**config.mk**
```make
export PLATFORM = sky130hd
export DESIGN_NAME = orv64_amo_seq
export DESIGN_NICKNAME = d
export VERILOG_FILES = /design/src/rtl/orv64_typedef_pkg.sv /design/src/rtl/orv64_amo_alu.sv /design/src/rtl/orv64_amo_seq.sv
export SDC_FILE = /design/constraint.sdc
export NUM_CORES = 1
export LEC_CHECK = 0
export CORE_MARGIN = 1.5
export CORE_UTILIZATION = 34
export DETAILED_ROUTE_END_ITERATION = 7
export PLACE_DENSITY_LB_ADDON = 0.3
export SLEW_MARGIN = 20
export SYNTH_ARGS = -nofsm -noshare
export SYNTH_HDL_FRONTEND = slang
export SYNTH_SLANG_ARGS = --single-unit
```
**constraint.sdc**
```tcl
create_clock -name clk -period 6.3 [get_ports clk]
set_clock_uncertainty 0.2 [all_clocks]
set_input_delay 1.26 -clock clk [delete_from_list [all_inputs] [get_ports clk]]
set_output_delay 1.26 -clock clk [all_outputs]
set_load 0.01 [all_outputs]
```
**src/rtl/orv64_typedef_pkg.sv**
```systemverilog
// Shared types and constants for the ORV64 AMO sequencer.
package orv64_typedef_pkg;

   typedef enum logic [3:0] {
      AMO_SWAP = 4'd0,
      AMO_ADD  = 4'd1,
      AMO_XOR  = 4'd2,
      AMO_AND  = 4'd3,
      AMO_OR   = 4'd4,
      AMO_MIN  = 4'd5,
      AMO_MAX  = 4'd6,
      AMO_MINU = 4'd7,
      AMO_MAXU = 4'd8
   } orv64_amo_op_t;

   typedef enum logic [2:0] {
      AMO_IDLE    = 3'd0,
      AMO_LD_REQ  = 3'd1,
      AMO_LD_WAIT = 3'd2,
      AMO_ST_REQ  = 3'd3,
      AMO_ST_WAIT = 3'd4,
      AMO_DONE    = 3'd5
   } orv64_amo_state_t;

   localparam logic [7:0] ORV64_AMO_MASK_W_LO = 8'h0F;
   localparam logic [7:0] ORV64_AMO_MASK_W_HI = ~ORV64_AMO_MASK_W_LO;
   localparam logic [7:0] ORV64_AMO_MASK_D    = 8'hFF;

   function automatic logic amo_misaligned(input logic is_word, input logic [2:0] addr_lo);
      return is_word ? (addr_lo[1:0] != 2'b00) : (addr_lo != 3'b000);
   endfunction

   function automatic logic [7:0] amo_mask(input logic is_word, input logic addr_b2);
      if (!is_word)
         return ORV64_AMO_MASK_D;
      return addr_b2 ? ORV64_AMO_MASK_W_HI : ORV64_AMO_MASK_W_LO;
   endfunction

endpackage

```
**src/rtl/orv64_amo_alu.sv**
```systemverilog
// Combinational AMO result: new memory value from the old value and rs2.
import orv64_typedef_pkg::*;

module orv64_amo_alu #(
   parameter int XLEN = 64
) (
   input  orv64_amo_op_t           op,
   input  logic                    is_word,
   input  logic signed [XLEN-1:0]  old_val,
   input  logic signed [XLEN-1:0]  rs2_val,
   output logic signed [XLEN-1:0]  result
);

   logic signed [XLEN-1:0] a, b, r;
   logic        [XLEN-1:0] ua, ub;
   logic                   lt_s, lt_u;

   // .W operands are sign-extended for the signed compare and zero-extended for
   // the unsigned one, so a single 64-bit comparator serves both widths.
   always_comb begin
      a  = old_val;
      b  = rs2_val;
      ua = old_val;
      ub = rs2_val;
      if (is_word) begin
         a  = {{(XLEN-32){old_val[31]}}, old_val[31:0]};
         b  = {{(XLEN-32){rs2_val[31]}}, rs2_val[31:0]};
         ua = {{(XLEN-32){1'b0}}, old_val[31:0]};
         ub = {{(XLEN-32){1'b0}}, rs2_val[31:0]};
      end
      lt_s = a < b;
      lt_u = ua < ub;
      case (op)
         AMO_SWAP: r = b;
         AMO_ADD:  r = a + b;
         AMO_XOR:  r = a ^ b;
         AMO_AND:  r = a & b;
         AMO_OR:   r = a | b;
         AMO_MIN:  r = lt_s ? a : b;
         AMO_MAX:  r = lt_s ? b : a;
         AMO_MINU: r = lt_u ? a : b;
         AMO_MAXU: r = lt_u ? b : a;
         default:  r = a;
      endcase
      result = is_word ? {{(XLEN-32){r[31]}}, r[31:0]} : r;
   end

endmodule

```
**src/rtl/orv64_amo_seq.sv**
```systemverilog
// EX-stage AMO sequencer: splits an AMO into a D-cache load and store and
// hands the old memory value to MA once the store completes.
import orv64_typedef_pkg::*;

module orv64_amo_seq #(
   parameter int XLEN    = 64,
   parameter int VADDR_W = 39
) (
   input  logic                clk,
   input  logic                rst,
   input  logic                start,
   input  orv64_amo_op_t       amo_op,
   input  logic                is_word,
   input  logic                aq_rl,
   input  logic [VADDR_W-1:0]  addr,
   input  logic [XLEN-1:0]     rs2_data,
   input  logic                kill,
   output logic                req_valid,
   input  logic                req_ready,
   output logic                req_re,
   output logic                req_we,
   output logic                req_amo_load,
   output logic                req_amo_store,
   output logic                req_aq_rl,
   output logic [VADDR_W-1:0]  req_addr,
   output logic [XLEN-1:0]     req_wdata,
   output logic [7:0]          req_mask,
   input  logic                ld_valid,
   input  logic [XLEN-1:0]     ld_data,
   input  logic                ld_excp,
   input  logic                st_ack,
   input  logic                st_excp,
   input  logic                done_ack,
   output logic                busy,
   output logic                amo_done,
   output logic [XLEN-1:0]     rd_data,
   output logic                excp_valid,
   output logic                excp_misaligned
);

   orv64_amo_state_t        state;
   orv64_amo_op_t           op_p0;
   logic                    is_word_p0, aq_rl_p0, excp_p0, mis_p0, kill_pend;
   logic [VADDR_W-1:0]      addr_p0;
   logic signed [XLEN-1:0]  rs2_p0, old_p0, res_p0;
   logic signed [XLEN-1:0]  ld_old, alu_res;
   logic                    misaligned;

   assign misaligned = amo_misaligned(is_word, addr[2:0]);
   assign ld_old     = is_word_p0 ? {{(XLEN-32){ld_data[31]}}, ld_data[31:0]} : ld_data;

   orv64_amo_alu #(.XLEN(XLEN)) u_alu (
      .op      (op_p0),
      .is_word (is_word_p0),
      .old_val (ld_old),
      .rs2_val (rs2_p0),
      .result  (alu_res)
   );

   always_ff @(posedge clk or negedge rst) begin
      if (!rst) begin
         state      <= AMO_IDLE;
         op_p0      <= AMO_SWAP;
         is_word_p0 <= 1'b0;
         aq_rl_p0   <= 1'b0;
         addr_p0    <= '0;
         rs2_p0     <= '0;
         old_p0     <= '0;
         res_p0     <= '0;
         excp_p0    <= 1'b0;
         mis_p0     <= 1'b0;
         kill_pend  <= 1'b0;
      end else begin
         case (state)
            AMO_IDLE: begin
               kill_pend <= 1'b0;
               if (start && !kill) begin
                  op_p0      <= amo_op;
                  is_word_p0 <= is_word;
                  aq_rl_p0   <= aq_rl;
                  addr_p0    <= addr;
                  rs2_p0     <= rs2_data;
                  old_p0     <= '0;
                  res_p0     <= '0;
                  excp_p0    <= misaligned;
                  mis_p0     <= misaligned;
                  state      <= misaligned ? AMO_DONE : AMO_LD_REQ;
               end
            end
            // Kill wins over a same-cycle accept: the request counts as never sent.
            AMO_LD_REQ: begin
               if (kill)           state <= AMO_IDLE;
               else if (req_ready) state <= AMO_LD_WAIT;
            end
            AMO_LD_WAIT: begin
               if (ld_valid) begin
                  if (kill_pend || kill) begin
                     state <= AMO_IDLE;
                  end else if (ld_excp) begin
                     excp_p0 <= 1'b1;
                     state   <= AMO_DONE;
                  end else begin
                     old_p0 <= ld_old;
                     res_p0 <= alu_res;
                     state  <= AMO_ST_REQ;
                  end
               end else if (kill) begin
                  kill_pend <= 1'b1;
               end
            end
            AMO_ST_REQ: begin
               if (kill)           state <= AMO_IDLE;
               else if (req_ready) state <= AMO_ST_WAIT;
            end
            AMO_ST_WAIT: begin
               if (st_ack) begin
                  if (kill_pend || kill) begin
                     state <= AMO_IDLE;
                  end else begin
                     excp_p0 <= st_excp;
                     state   <= AMO_DONE;
                  end
               end else if (kill) begin
                  kill_pend <= 1'b1;
               end
            end
            AMO_DONE: begin
               if (kill || done_ack) state <= AMO_IDLE;
            end
            default: state <= AMO_IDLE;
         endcase
      end
   end

   // All outputs decode registered state only.
   assign req_re        = (state == AMO_LD_REQ);
   assign req_we        = (state == AMO_ST_REQ);
   assign req_valid     = req_re | req_we;
   assign req_amo_load  = req_re;
   assign req_amo_store = req_we;
   assign req_aq_rl     = aq_rl_p0;
   assign req_addr      = addr_p0;
   assign req_wdata     = is_word_p0 ? {res_p0[31:0], res_p0[31:0]} : res_p0;
   assign req_mask      = req_valid ? amo_mask(is_word_p0, addr_p0[2]) : 8'h00;
   assign busy          = (state != AMO_IDLE);
   assign amo_done      = (state == AMO_DONE);
   assign rd_data       = old_p0;
   assign excp_valid    = amo_done & excp_p0;
   assign excp_misaligned = amo_done & mis_p0;

endmodule

```
After elaboration in Yosys (flattened, before gate mapping). Cells that the tools add are included.

Flip-flop bits (word level): 243. Bits of input ports: 183. Output and inout bits: 185. Word-level logic and storage cells: 110.

$add $sub $neg: 1. Magnitude comparators: 2. Eq/ne operators: 25. Mux-type cells: 49. Bitwise logic cells: 6. Reductions and logical operators: 16.

Operators by type and width (number): 64-bit 2-to-1 mux (18); 64-bit one-hot mux with 9 select lines (1); 64-bit one-hot mux with 2 select lines (2); 64-bit < comparator (2); 64-bit adder (1); 64-bit bitwise AND (1); 64-bit bitwise OR (1); 64-bit bitwise XOR (1); 3-bit 2-to-1 mux (12); 8-bit 2-to-1 mux (3); 2-bit != test, second input constant (9); 3-bit one-hot mux with 6 select lines (1); 4-bit by 3-bit == test with 1-bit output, second input constant (4); 1-bit 2-to-1 mux (10); 3-bit nonzero test (3); 4-bit by 2-bit == test with 1-bit output, second input constant (2); 7-bit AND reduction (1); 3-bit by 2-bit == test with 1-bit output, second input constant (2); 3-bit == test, second input constant (2); 3-bit != test, second input constant (2); 1-bit one-hot mux with 3 select lines (2); 6-bit AND reduction (1); 5-bit AND reduction (1); 4-bit by 1-bit == test with 1-bit output, second input constant (1); other kinds (13) (16).

Longest topological paths before layout.
Depth after elaboration: 10. Depth in mapped cells: 21. Mapped depth without buffers: 16.

By module. Synthesis repeated with hierarchy kept, for this count alone.

Cell total of the unflattened synthesis: 2476. Area, all modules: 21181.6 sq um.

By module, submodules not included: orv64_amo_alu (instances 1, cells an instance 1745, area an instance 11018.1 sq um, sequential area each 0.0 sq um); orv64_amo_seq (instances 1, cells an instance 731, area an instance 10163.5 sq um, sequential area each 6080.8 sq um).

Worst setup path after synthesis. No wires, ideal clock.

Path kind: input-to-reg. Start: input port ld_data[31]. End: register res_p0[57]. Setup time: 126 ps. Arrival: 5104 ps. Data required time: 5974 ps. Slack: 870 ps. Stages: 17. Buffers on the path: 4. Cell sequence: inv_1 -> nor2_1 -> clkbuf_1 -> buf_1 -> nor2_1 -> ha_1 -> buf_2 -> or4_4 -> nor4_4 -> o21ai_1 -> a21bo_2 -> o31a_4 -> o2111ai_2 -> nand3b_4 -> buf_6 -> a221o_1 -> a221o_1.

Cells in the longest elaborated chain, start to end: 10. Elaborated cells on any way between the ends: 19. Classes of those cells: add/sub: 1; order compare: 2; mux: 13; bitwise: 3.

Ends and longest elaborated chain: start: declaration (RTL line orv64_amo_seq.sv:29) `input logic [XLEN-1:0] ld_data,`; 64-bit 2-to-1 mux (*) (RTL line orv64_amo_seq.sv:50) `assign ld_old = is_word_p0 ? {{(XLEN-32){ld_data[31]}}, ld_data[31:0]} : ld_data;`; 64-bit 2-to-1 mux (RTL line orv64_amo_alu.sv:25) `if (is_word) begin`; 64-bit < comparator, on equally long branches (RTL line orv64_amo_alu.sv:32, orv64_amo_alu.sv:31); 64-bit 2-to-1 mux, on equally long branches; 64-bit one-hot mux with 9 select lines (*) (RTL line orv64_amo_alu.sv:33) `case (op)`; 64-bit 2-to-1 mux (*) (RTL line orv64_amo_alu.sv:45) `result = is_word ? {{(XLEN-32){r[31]}}, r[31:0]} : r;`; 64-bit 2-to-1 mux (*) (RTL line orv64_amo_seq.sv:99) `end else if (ld_excp) begin`; 64-bit 2-to-1 mux (*) (RTL line orv64_amo_seq.sv:97) `if (kill_pend || kill) begin`; 64-bit 2-to-1 mux (*) (RTL line orv64_amo_seq.sv:96) `if (ld_valid) begin`; 64-bit one-hot mux with 2 select lines (*) (RTL line orv64_amo_seq.sv:74) `case (state)`; end signal: assignment (RTL line orv64_amo_seq.sv:104) `res_p0 <= alu_res;`; end: declaration (RTL line orv64_amo_seq.sv:45) `logic signed [XLEN-1:0] rs2_p0, old_p0, res_p0;`.

Every way passes the cells marked *; elsewhere a longest branch is shown, timed or not. The select of a mux whose other input is x is not followed. A chain may end at the register's enable or synchronous reset.

Worst setup path in the final report.
Start: input port ld_data[31]. End: register res_p0[35].

Same word-level chain as after synthesis.

==> results_dict.tcl <==
set metrics [dict create \
    routed_wl_um 87900 \
    grt_pass1_wl_um 130500 \
    area_growth_pct 29.10 \
    synth_seq_cells 243 \
    syn_inst 2439 \
    synth_async_sr_flop_share_pct 100.0 \
    timing.final.crit_share_pct 92.36 \
    rr_worst_depth 19 \
    port_buffers 367 \
    grt_overflow 0 \
    cp-end-kind "flop" \
    syn-cell-area_um2 20420 \
    ios 368 \
    antenna_found_initial 8 \
    core_um2 59240 \
    violations "DRC" \
    r2r_slack_ps 750 \
    final_cell_mix "clkdlybuf4s50_1, nand2_1, dfrtp_1, ha_1, o21ai_0" \
    vias_per_cell 5.765 \
    hp-start "rd_data[18]" \
    drt_iter0_drc 1917 \
    cts_buffers 31 \
    synth_warnings 0 \
    cap_viol_max_count 0 \
    rsz0062_at_grt "no" \
    clockBufferDepth 3 \
    dp_worst_setup_slack_ps -83.50 \
    place.gp.congestion 0.9615 \
    dp_hpwl_um 65890 \
    power.density_nw_per_um2 560.6 \
    finalHoldViolations 0 \
    report.final.setup_viol 0 \
    cts_resized 0 \
    ctsRootBufferMaster "clkbuf_16" \
    tightest_slew_ps 1052 \
    num_rows 89 \
    min_path_type "flop to flop" \
    cts_max_level 1 \
    die_x_um 248.1 \
    crit_type "input port to flop" \
    cts_setup_buffers 0 \
    timing.rr.end "res_p0[32]" \
    cp-start-kind "input port" \
    cts.clk_slew.worst_paths_ps 60 \
    num_vias 20620 \
    cp_data_required_time_ps 6610 \
    track_usage_pct 28.01 \
    hold_buffers 0 \
    slew_viol_final 0 \
    critPathLaunch "ld_data[31]" \
    critical_path_arrival_ps 6130 \
    max_freq_ghz 0.1719 \
    period_minus_slack_ps 5819 \
    firstDrtPassIters 7 \
    wl_per_cell_um 24.58 \
    postRouteAntennaNets 0 \
    status "finished with violations" \
    grt_pass1_vias 20740 \
    layout_commonest_cell "clkdlybuf4s50_1" \
    grt_start_max_net_pins 113 \
    drive_gt1_share_pct 13.56 \
    die_area_um2 61550 \
    leakage_nw 11.80 \
    synth.avg_cell_area_um2 8.374 \
    cp-endpoint "res_p0[35]" \
    design_area_um2 26370 \
    fp.dieH_um 248.1 \
    initial_utilization_pct 34.48 \
    placed_cell_area_um2 25310 \
    ys.flop_type "dfrtp_1" \
    path_max_fanout 28 \
    synth_seq_area_share_pct 29.77 \
    cts_tree "yes" \
    synth_edf_count 0 \
    nets 3189 \
    setup_ws_ps 481.4 \
    clock_sinks 243 \
    r2r-start "rs2_p0[31]" \
    clk_latency_ps 610 \
    drc_errors 15 \
    relSlewSlack_pct 28.95 \
    synth.distinct_cells 86 \
    peakVddDrop_uv 285.8 \
    syn_nets 2847 \
]
registers in the layout (all words and copies together) (netlist names), 3 cells and up:
name,cells
rs2_p0,64
res_p0,64
req_addr,39
rd_data,64
op_p0,4
state,3
cells in the mapped netlist, types with 7 or more instances:
cell / instances / area, um^2
mux2_2: 140 / 1577
nand2b_1: 8 / 50.05
ha_1: 224 / 2803
xor2_1: 11 / 96.34
a211oi_1: 15 / 112.6
nor4_1: 11 / 68.82
o2111ai_1: 14 / 122.6
inv_1: 171 / 641.9
a221oi_1: 61 / 534.3
and2_1: 9 / 56.30
a22oi_1: 28 / 210.2
nor3_1: 39 / 195.2
o21bai_1: 20 / 150.1
buf_1: 13 / 48.80
nand4_1: 21 / 131.4
nand2_1: 307 / 1152
o311ai_0: 7 / 61.31
o211ai_1: 31 / 232.7
a31oi_1: 23 / 143.9
buf_2: 31 / 155.2
nor2b_1: 41 / 256.5
nand3_1: 28 / 140.1
a211o_1: 7 / 61.31
a221o_1: 29 / 290.3
dfrtp_1: 243 / 6081
a21oi_1: 177 / 885.9
a21o_1: 30 / 225.2
xnor2_1: 21 / 183.9
o21ai_0: 197 / 986.0
and3_1: 12 / 75.07
o31ai_1: 24 / 180.2
buf_4: 43 / 322.8
nor2_1: 156 / 585.6
clkbuf_1: 113 / 424.2
o22ai_1: 12 / 75.07
routing by layer:
layer	share of wire (%)	vias up	global-route usage [%]
met5	0.014	-	0
met1	44	10110	37.88
met4	3.8	2	9.656
li1	-	9378	-
met2	45	963	45.09
met3	7.5	166	4.697
worst max-delay path, cell delays in order:
cell and delay, ps:
clkdlybuf4s50_1 490, inv_1 110, nor2_2 170, buf_12 220, buf_4 160, nor2_1 60, ha_1 470, nor2b_1 90
o211ai_1 210, a21oi_1 100, o311ai_0 530, a31oi_1 160, buf_4 190, o31ai_1 390, o21ai_0 180, o311ai_1 380
o21ai_2 320, buf_4 310, o31ai_1 280
power breakdown:
| group | leakage [nW] | switching [mW] | total, mW | internal, mW |
|---|---|---|---|---|
| Sequential | 3.15 | 0.484 | 2.48 | 2.00 |
| Combinational | 8.14 | 6.34 | 10.4 | 4.07 |
| Clock | 0.508 | 0.764 | 1.89 | 1.12 |
| Total | 11.8 | 7.59 | 14.8 | 7.19 |
cell families (layout without fill, tap and decap cells):
group | count (synthesis) | in the layout | share of synthesized area (%)
other cells | 0 | 1 | 0
mux | 146 | 146 | 8.013
fa+ha+maj | 226 | 226 | 13.87
simple gates | 667 | 667 | 14.79
compound gates | 747 | 747 | 24.17
xor+xnor | 32 | 32 | 1.372
buf+inv | 378 | 741 | 8.013
flops | 243 | 243 | 29.77
layout make-up:
class / count / area (um^2)
Timing Repair Buffer: 513 / 4850
Clock buffer: 42 / 867.1
Tap cell: 773 / 967.2
Fill cell: 5790 / 32870
Clock inverter: 12 / 190.2
Antenna cell: 1 / 2.502
Sequential cell: 243 / 6085
Inverter: 174 / 653.1
Multi-Input combinational cell: 1818 / 12750
metrics by stage:
step | hold slack [ps] | TNS (ps) | utilization [%] | power, mW | instances
after global placement | 261.4 | -813.4 | 42.72 | 12.59 | 3521
final | 278.5 | 0 | 44.51 | 14.78 | 3576
after floorplan | 241.8 | 0 | - | 8.605 | 2439
after global routing | 297.2 | 0 | 44.51 | 15.79 | 3576
after detailed placement | 269.5 | -784.1 | 42.72 | 12.66 | 3521
after CTS | 284.0 | 0 | 44.51 | 14.65 | 3575
worst min path at each step:
stage,end,slack (ps),depth (start not counted)
floorplan,mis_p0,240,2
global placement,res_p0[44],260,2
detailed placement,res_p0[38],270,2
CTS,res_p0[38],280,2
global route,rd_data[18],300,2
finish,rd_data[18],280,2
(Power assumes the default switching activity.)
==> RTL edit 1 (same flow settings) <==
Reset style: synchronous (`rst`), changed in one clocked block.
--- a/src/rtl/orv64_amo_seq.sv
+++ b/src/rtl/orv64_amo_seq.sv
@@ -57,7 +57,7 @@
       .result  (alu_res)
    );
 
-   always_ff @(posedge clk or negedge rst) begin
+   always_ff @(posedge clk) begin
       if (!rst) begin
          state      <= AMO_IDLE;
          op_p0      <= AMO_SWAP;
Check against the original RTL: differs if rst is asserted again (counterexample within 4 cycles, from zero or initial values and one cycle with rst low); with rst held inactive, the same outputs for 4 cycles.
==> RTL edit 1 against the original RTL <==
  * Via count grew 8.2%
  * Final area shrank 1.4%
  * Routed wire length grew 1.3%
  * Setup slack lost 0.21 ns
  * Largest cell class unchanged
  * First-iteration DRC count grew 23%
  * Worst hold slack lost 0.028 ns
  * Sequential cell count is the same
  * Synthesized area shrank 1.7%
Power is not compared: it rests on default switching activity, and its combinational part moved more than twofold at a synthesized area within 25%.
==> RTL edit 1: results (changes against the original RTL) <==
Yosys
  • Synthesized Nets: 3200 (+12%)
  • Post-synth ARST share: 0% (-100 points)
  • Ys flop type: dfxtp_1
  • Commonest cells post-synth: nand2_1 (498), a21oi_1 (355), dfxtp_1 (243)
  • Synth area leaders: dfxtp_1 (24%), ha_1 (14%), nand2_1 (9.3%), a21oi_1 (8.9%), clkbuf_1 (3.4%)
  • Syn avg cell area: 7.19 um2 (-14%)
  • Distinct cells, synth: 89 (+3.5%)

Critical path
  • R2R depth: 16 (-3)
  • Reg-to-Reg Start: rs2_p0[31]
  • Reg-to-reg endpoint: res_p0[33]
  • Worst reg2reg setup slack: 0.53 ns (-0.22 ns)
  • Slowest CP cell: a2111oi_0
  • CP Data Arrival Time: 6.31 ns (+0.18 ns)
  • Critical path's largest stage delay: 0.86 ns (+0.33 ns)
  • Crit-path max FO: 6 (-79%)

STA
  • Worst-margin pin slew: 1.09 ns (+0.0326 ns)

Min path
  • Start point of the worst hold path: rd_data[34]
  • Worst hold endpoint: rd_data[34]

Global route
  • Met1 Track Usage GR: 37.1% (-0.80 points)
  • GR Util met3: 5.20% (+0.50 points)
  • Initial antenna violation count: 9 (+1)
  • First-pass GRT wire length: 133000 um (+1.6%)
  • Vias in the first global route: 21300 (+2.7%)
  • GRT Total Usage: 28.3% (+0.31 points)
  • Met2 Use GR: 46.8% (+1.7 points)

Drt
  • Drt total wl: 89100 um (+1.3%)
  • Via count: 22300 (+8.2%)
  • Pre-antenna DRT Iters: 6 (-1)
  • WL met3: 7840 um (+19%)
  • Met1 WL: 37200 um (-2.7%)
  • Met2 WL post-DR: 40900 um (+3.0%)

Cells and area
  • Layout Cells excl Fill: 3895 (+8.9%)
  • Final #Nets: 3513 (+10%)
  • Layout fillers: 5918 (+2.2%)

Placed design
  • Gpl congestion: 1.01 (+5.1%)
  • HPWL Detailed: 67600 um (+2.7%)
  • Inst Count DP: 3837 (+9.0%)

Outcome
  • Status: completed

Clocking
  • Inserted Clock Buffers: 31 (unchanged)

Power
  • Switch Pwr: 2.07 mW
RTL edit 1: worst max-delay path by stage:
stage / startpoint / end / cells past startpoint
2_1_floorplan: ld_data[31] / res_p0[46] / 14
3_3_place_gp: ld_data[31] / res_p0[33] / 16
3_5_place_dp: ld_data[31] / res_p0[33] / 16
4_1_cts: ld_data[31] / res_p0[33] / 16
5_1_grt: ld_data[31] / res_p0[33] / 16
6_report: ld_data[31] / res_p0[33] / 16
RTL edit 1: final cells by class:
cell class | count | area share [%]
multi-input combinational | 2131 | 51.9
timing repair buffer | 526 | 19.2
sequential | 243 | 18.7
tap | 765 | 3.68
clock buffer | 43 | 3.35
inverter | 172 | 2.50
clock inverter | 13 | 0.597
antenna | 2 | 0.0192
RTL edit 1: power groups by stage:
stage	Clock, mW	Sequential, mW	Combinational, mW
2_1_floorplan	0	1.68	1.17
3_3_place_gp	0	1.71	2.00
3_5_place_dp	0	1.71	1.99
4_1_cts	1.87	1.67	2.00
5_1_grt	1.92	1.68	2.20
6_report	1.83	1.68	2.03
RTL edit 1: stage by stage:
stage,setup slack [ns],hold WS [ns],cell area [um2]
finish,0.276,0.250,26000
global route,0.265,0.266,26000
global placement,-0.0884,0.240,25000
floorplan,0.827,0.216,20100
detailed placement,-0.217,0.244,25000
CTS,0.403,0.252,26000
RTL edit 1: cells by family (layout without fill, tap and decap cells):
group | count (synthesis) | count (layout) | share of synthesized area [%]
AND/OR/NAND/NOR | 947 | 947 | 20.9
AO/OA/AOI/OAI | 892 | 892 | 28.7
buffers and inverters | 418 | 754 | 8.75
flip-flops | 243 | 243 | 24.2
adder cells (fa/ha/maj) | 225 | 225 | 14.1
multiplexers | 41 | 41 | 2.26
XOR/XNOR | 26 | 26 | 1.13
other | 0 | 2 | 0
==> RTL edit 2 (same flow settings) <==
Made on the original files. Encoding of `orv64_amo_state_t`: now one-hot (6 bits for 6 states).
--- a/src/rtl/orv64_typedef_pkg.sv
+++ b/src/rtl/orv64_typedef_pkg.sv
@@ -13,13 +13,13 @@
       AMO_MAXU = 4'd8
    } orv64_amo_op_t;
 
-   typedef enum logic [2:0] {
-      AMO_IDLE    = 3'd0,
-      AMO_LD_REQ  = 3'd1,
-      AMO_LD_WAIT = 3'd2,
-      AMO_ST_REQ  = 3'd3,
-      AMO_ST_WAIT = 3'd4,
-      AMO_DONE    = 3'd5
+   typedef enum logic [5:0] {
+      AMO_IDLE    = 6'b000001,
+      AMO_LD_REQ  = 6'b000010,
+      AMO_LD_WAIT = 6'b000100,
+      AMO_ST_REQ  = 6'b001000,
+      AMO_ST_WAIT = 6'b010000,
+      AMO_DONE    = 6'b100000
    } orv64_amo_state_t;
 
    localparam logic [7:0] ORV64_AMO_MASK_W_LO = 8'h0F;
Check against the original RTL: same outputs for any inputs over 4 cycles, from zero or initial values and one cycle with rst low; so few cycles prove little.
==> RTL edit 2 against the original RTL <==
  * Synthesized area rose by 1.5%
  * Routed wire length barely moved
  * Sequential power fell by 4%
  * Setup slack got worse by 0.13 ns
  * Non-clock buffer count rose by 41
  * Total power fell by 0.58%
  * Sequential cell count rose by 3
  * Final area rose by 2.8%
  * Critical path type unchanged
  * Highest routed layer is now met4
==> RTL edit 2: results (changes against the original RTL) <==
Global route
  • Largest net degree at the start of global routing: 81 (-28%)
  • Met2 Use GR: 44.5% (-0.62 points)
  • GR Util met3: 4.58% (-0.12 points)
  • Vias in the first global route: 21000 (+1.4%)
  • GRT Total Usage: 27.6% (-0.42 points)
  • Initial antenna violation count: 2 (-6)
  • First-pass GRT wire length: 133000 um (+1.9%)
  • Met1 Track Usage GR: 37.7% (-0.23 points)

Yosys
  • Commonest cells post-synth: nand2_1 (273), dfrtp_1 (245), ha_1 (224)
  • Distinct cells, synth: 87 (+1.2%)
  • Compound-Gate Fraction of Synth Area: 24.4% (+0.23 points)
  • Synthesized Nets: 2876 (+1.0%)
  • Register area share after synthesis: 29.7% (-0.085 points)
  • Post-synthesis mux area share: 7.86% (-0.15 points)
  • Syn avg cell area: 8.40 um2 (+0.35%)
  • Post-Synth Adder-Cell Area: 13.6% (-0.26 points)
  • Synth area leaders: dfrtp_1 (30%), ha_1 (14%), mux2_2 (7.6%), nand2_1 (4.9%), a21oi_1 (4.9%)
  • Post-synth ARST share: 100% (unchanged)
  • Synth Area in XOR/XNOR: 1.56% (+0.19 points)
  • YS warnings: 0 (unchanged)

Cells and area
  • Layout fillers: 6024 (+4.0%)
  • Share of cells above drive strength 1: 14.6% (+1.0 points)
  • Final #Nets: 3259 (+2.2%)

Clocking
  • Inserted Clock Buffers: 34 (+9.7%)
  • CTS H-tree lvls: 2 (+1)
  • Root buf cell: clkbuf_16
  • Clk pin slew, worst setup/hold paths: 0.06 ns (about the same)
  • Clk buf depth: 3 (unchanged)
  • Clk_lat worst skew: 0.56 ns (-0.05 ns)
  • Quantity of gates resized following cts: 0 (unchanged)

Drt
  • Via-to-Cell Ratio: 5.70 (-1.1%)
  • Pre-antenna DRT Iters: 6 (-1)
  • Drt first-iter violations: 1742 (-9.1%)
  • Drt total wl: 87900 um (about the same)

Placed design
  • Gpl congestion: 0.963 (+0.14%)
  • HPWL Detailed: 67500 um (+2.5%)
  • Buffers on Ports: 367 (unchanged)
  • DP Area: 26000 um2 (+2.6%)

Outcome
  • Status: completed

Critical path
  • Crit-path max FO: 16 (-43%)
  • CP Data Arrival Time: 6.18 ns (+0.05 ns)

STA
  • Worst-margin pin slew: 1.07 ns (+0.0199 ns)

Power
  • Static leakage: 12.2 nW (+3.2%)
  • Maximum vdd drop: 0.000236 V (-18%)

Min path
  • Worst min path class: reg -> reg
==> RTL edit 2: cell count changes in the layout (fill, tap and decap cells not counted), sizes merged, moves of 17 or more <==
cell | unedited run | this run
nand2 | 307 | 274
o21ai | 204 | 169
nand3 | 28 | 45
o221ai | 6 | 23
o31ai | 25 | 76
a21o | 30 | 48
buf | 147 | 188
a21oi | 177 | 205
==> RTL edit 2: power by group <==
| part | total (mW) | switching, mW | leakage, nW | internal [mW] |
|---|---|---|---|---|
| Combinational | 10.3 | 6.15 | 8.43 | 4.18 |
| Sequential | 2.37 | 0.399 | 3.20 | 1.97 |
| Clock | 1.99 | 0.799 | 0.550 | 1.19 |
| Total | 14.7 | 7.35 | 12.2 | 7.34 |
==> RTL edit 2: path summary, 6_finish.rpt <==
path	to	slack (ns)	depth (start not counted)	from
hold / removal	rd_data[29]	0.27	2	rd_data[29]
hold reg to reg	rd_data[29]	0.27	2	rd_data[29]
min in group asynchronous	rs2_p0[60]	0.44	1	rst
setup / recovery	res_p0[51]	0.35	20	ld_data[31]
max in group asynchronous	rd_data[8]	4.25	2	rst
setup reg to reg	res_p0[51]	0.58	20	rs2_p0[31]
==> RTL edit 2: layout make-up <==
type,count,area share [%]
Antenna cell,2,0.0185
Clock buffer,45,3.48
Clock inverter,16,0.711
Inverter,172,2.38
Multi-Input combinational cell,1843,48.0
Sequential cell,246,22.7
Tap cell,782,3.61
Timing Repair Buffer,554,19.1
==> RTL edit 2: kinds of logic (layout without fill, tap and decap cells) <==
family / count (synthesis) / after routing
other: 0 / 2
DFF: 246 / 246
muxes: 145 / 145
and+or+nand+nor: 668 / 668
xor gates and xnor gates: 37 / 37
AOI/OAI and AO/OA: 768 / 768
buffers and inverters: 379 / 787
adders and majority gates: 225 / 225
==> RTL edit 2: layer usage <==
layer,routed length [um],up-vias
li1,-,9610
met1,39300,10300
met2,40200,808
met3,5670,129
met4,2670,0
met5,0,-
==> RTL edit 2: critical path, cell delays in order <==
cell and delay, ns:
clkdlybuf4s50_1 0.57, inv_1 0.11, nor2_2 0.16, buf_12 0.18, nor2_1 0.09, ha_1 0.36
nor4_4 0.38, nand4_2 0.20, or4_4 0.59, nand3b_4 0.17, o22ai_2 0.31, a211o_2 0.19
nand2_2 0.06, or2_1 0.26, buf_4 0.25, nor2_1 0.28, buf_4 0.16, o221ai_1 0.17
a211oi_1 0.27, o21ai_0 0.10
==> RTL edit 2: stage by stage <==
step           instances  setup WS [ns]  TNS, ns  utilization, %  power, mW
4_1_cts             3658          0.418        0            44.9       14.6
6_report            3660          0.349        0            44.9       14.7
3_3_place_gp        3597         -0.119   -0.223            43.0       12.4
5_1_grt             3658          0.174        0            44.9       15.7
2_1_floorplan       2468          0.118        0               -       8.36
3_5_place_dp        3597         -0.147    -1.49            43.0       12.5
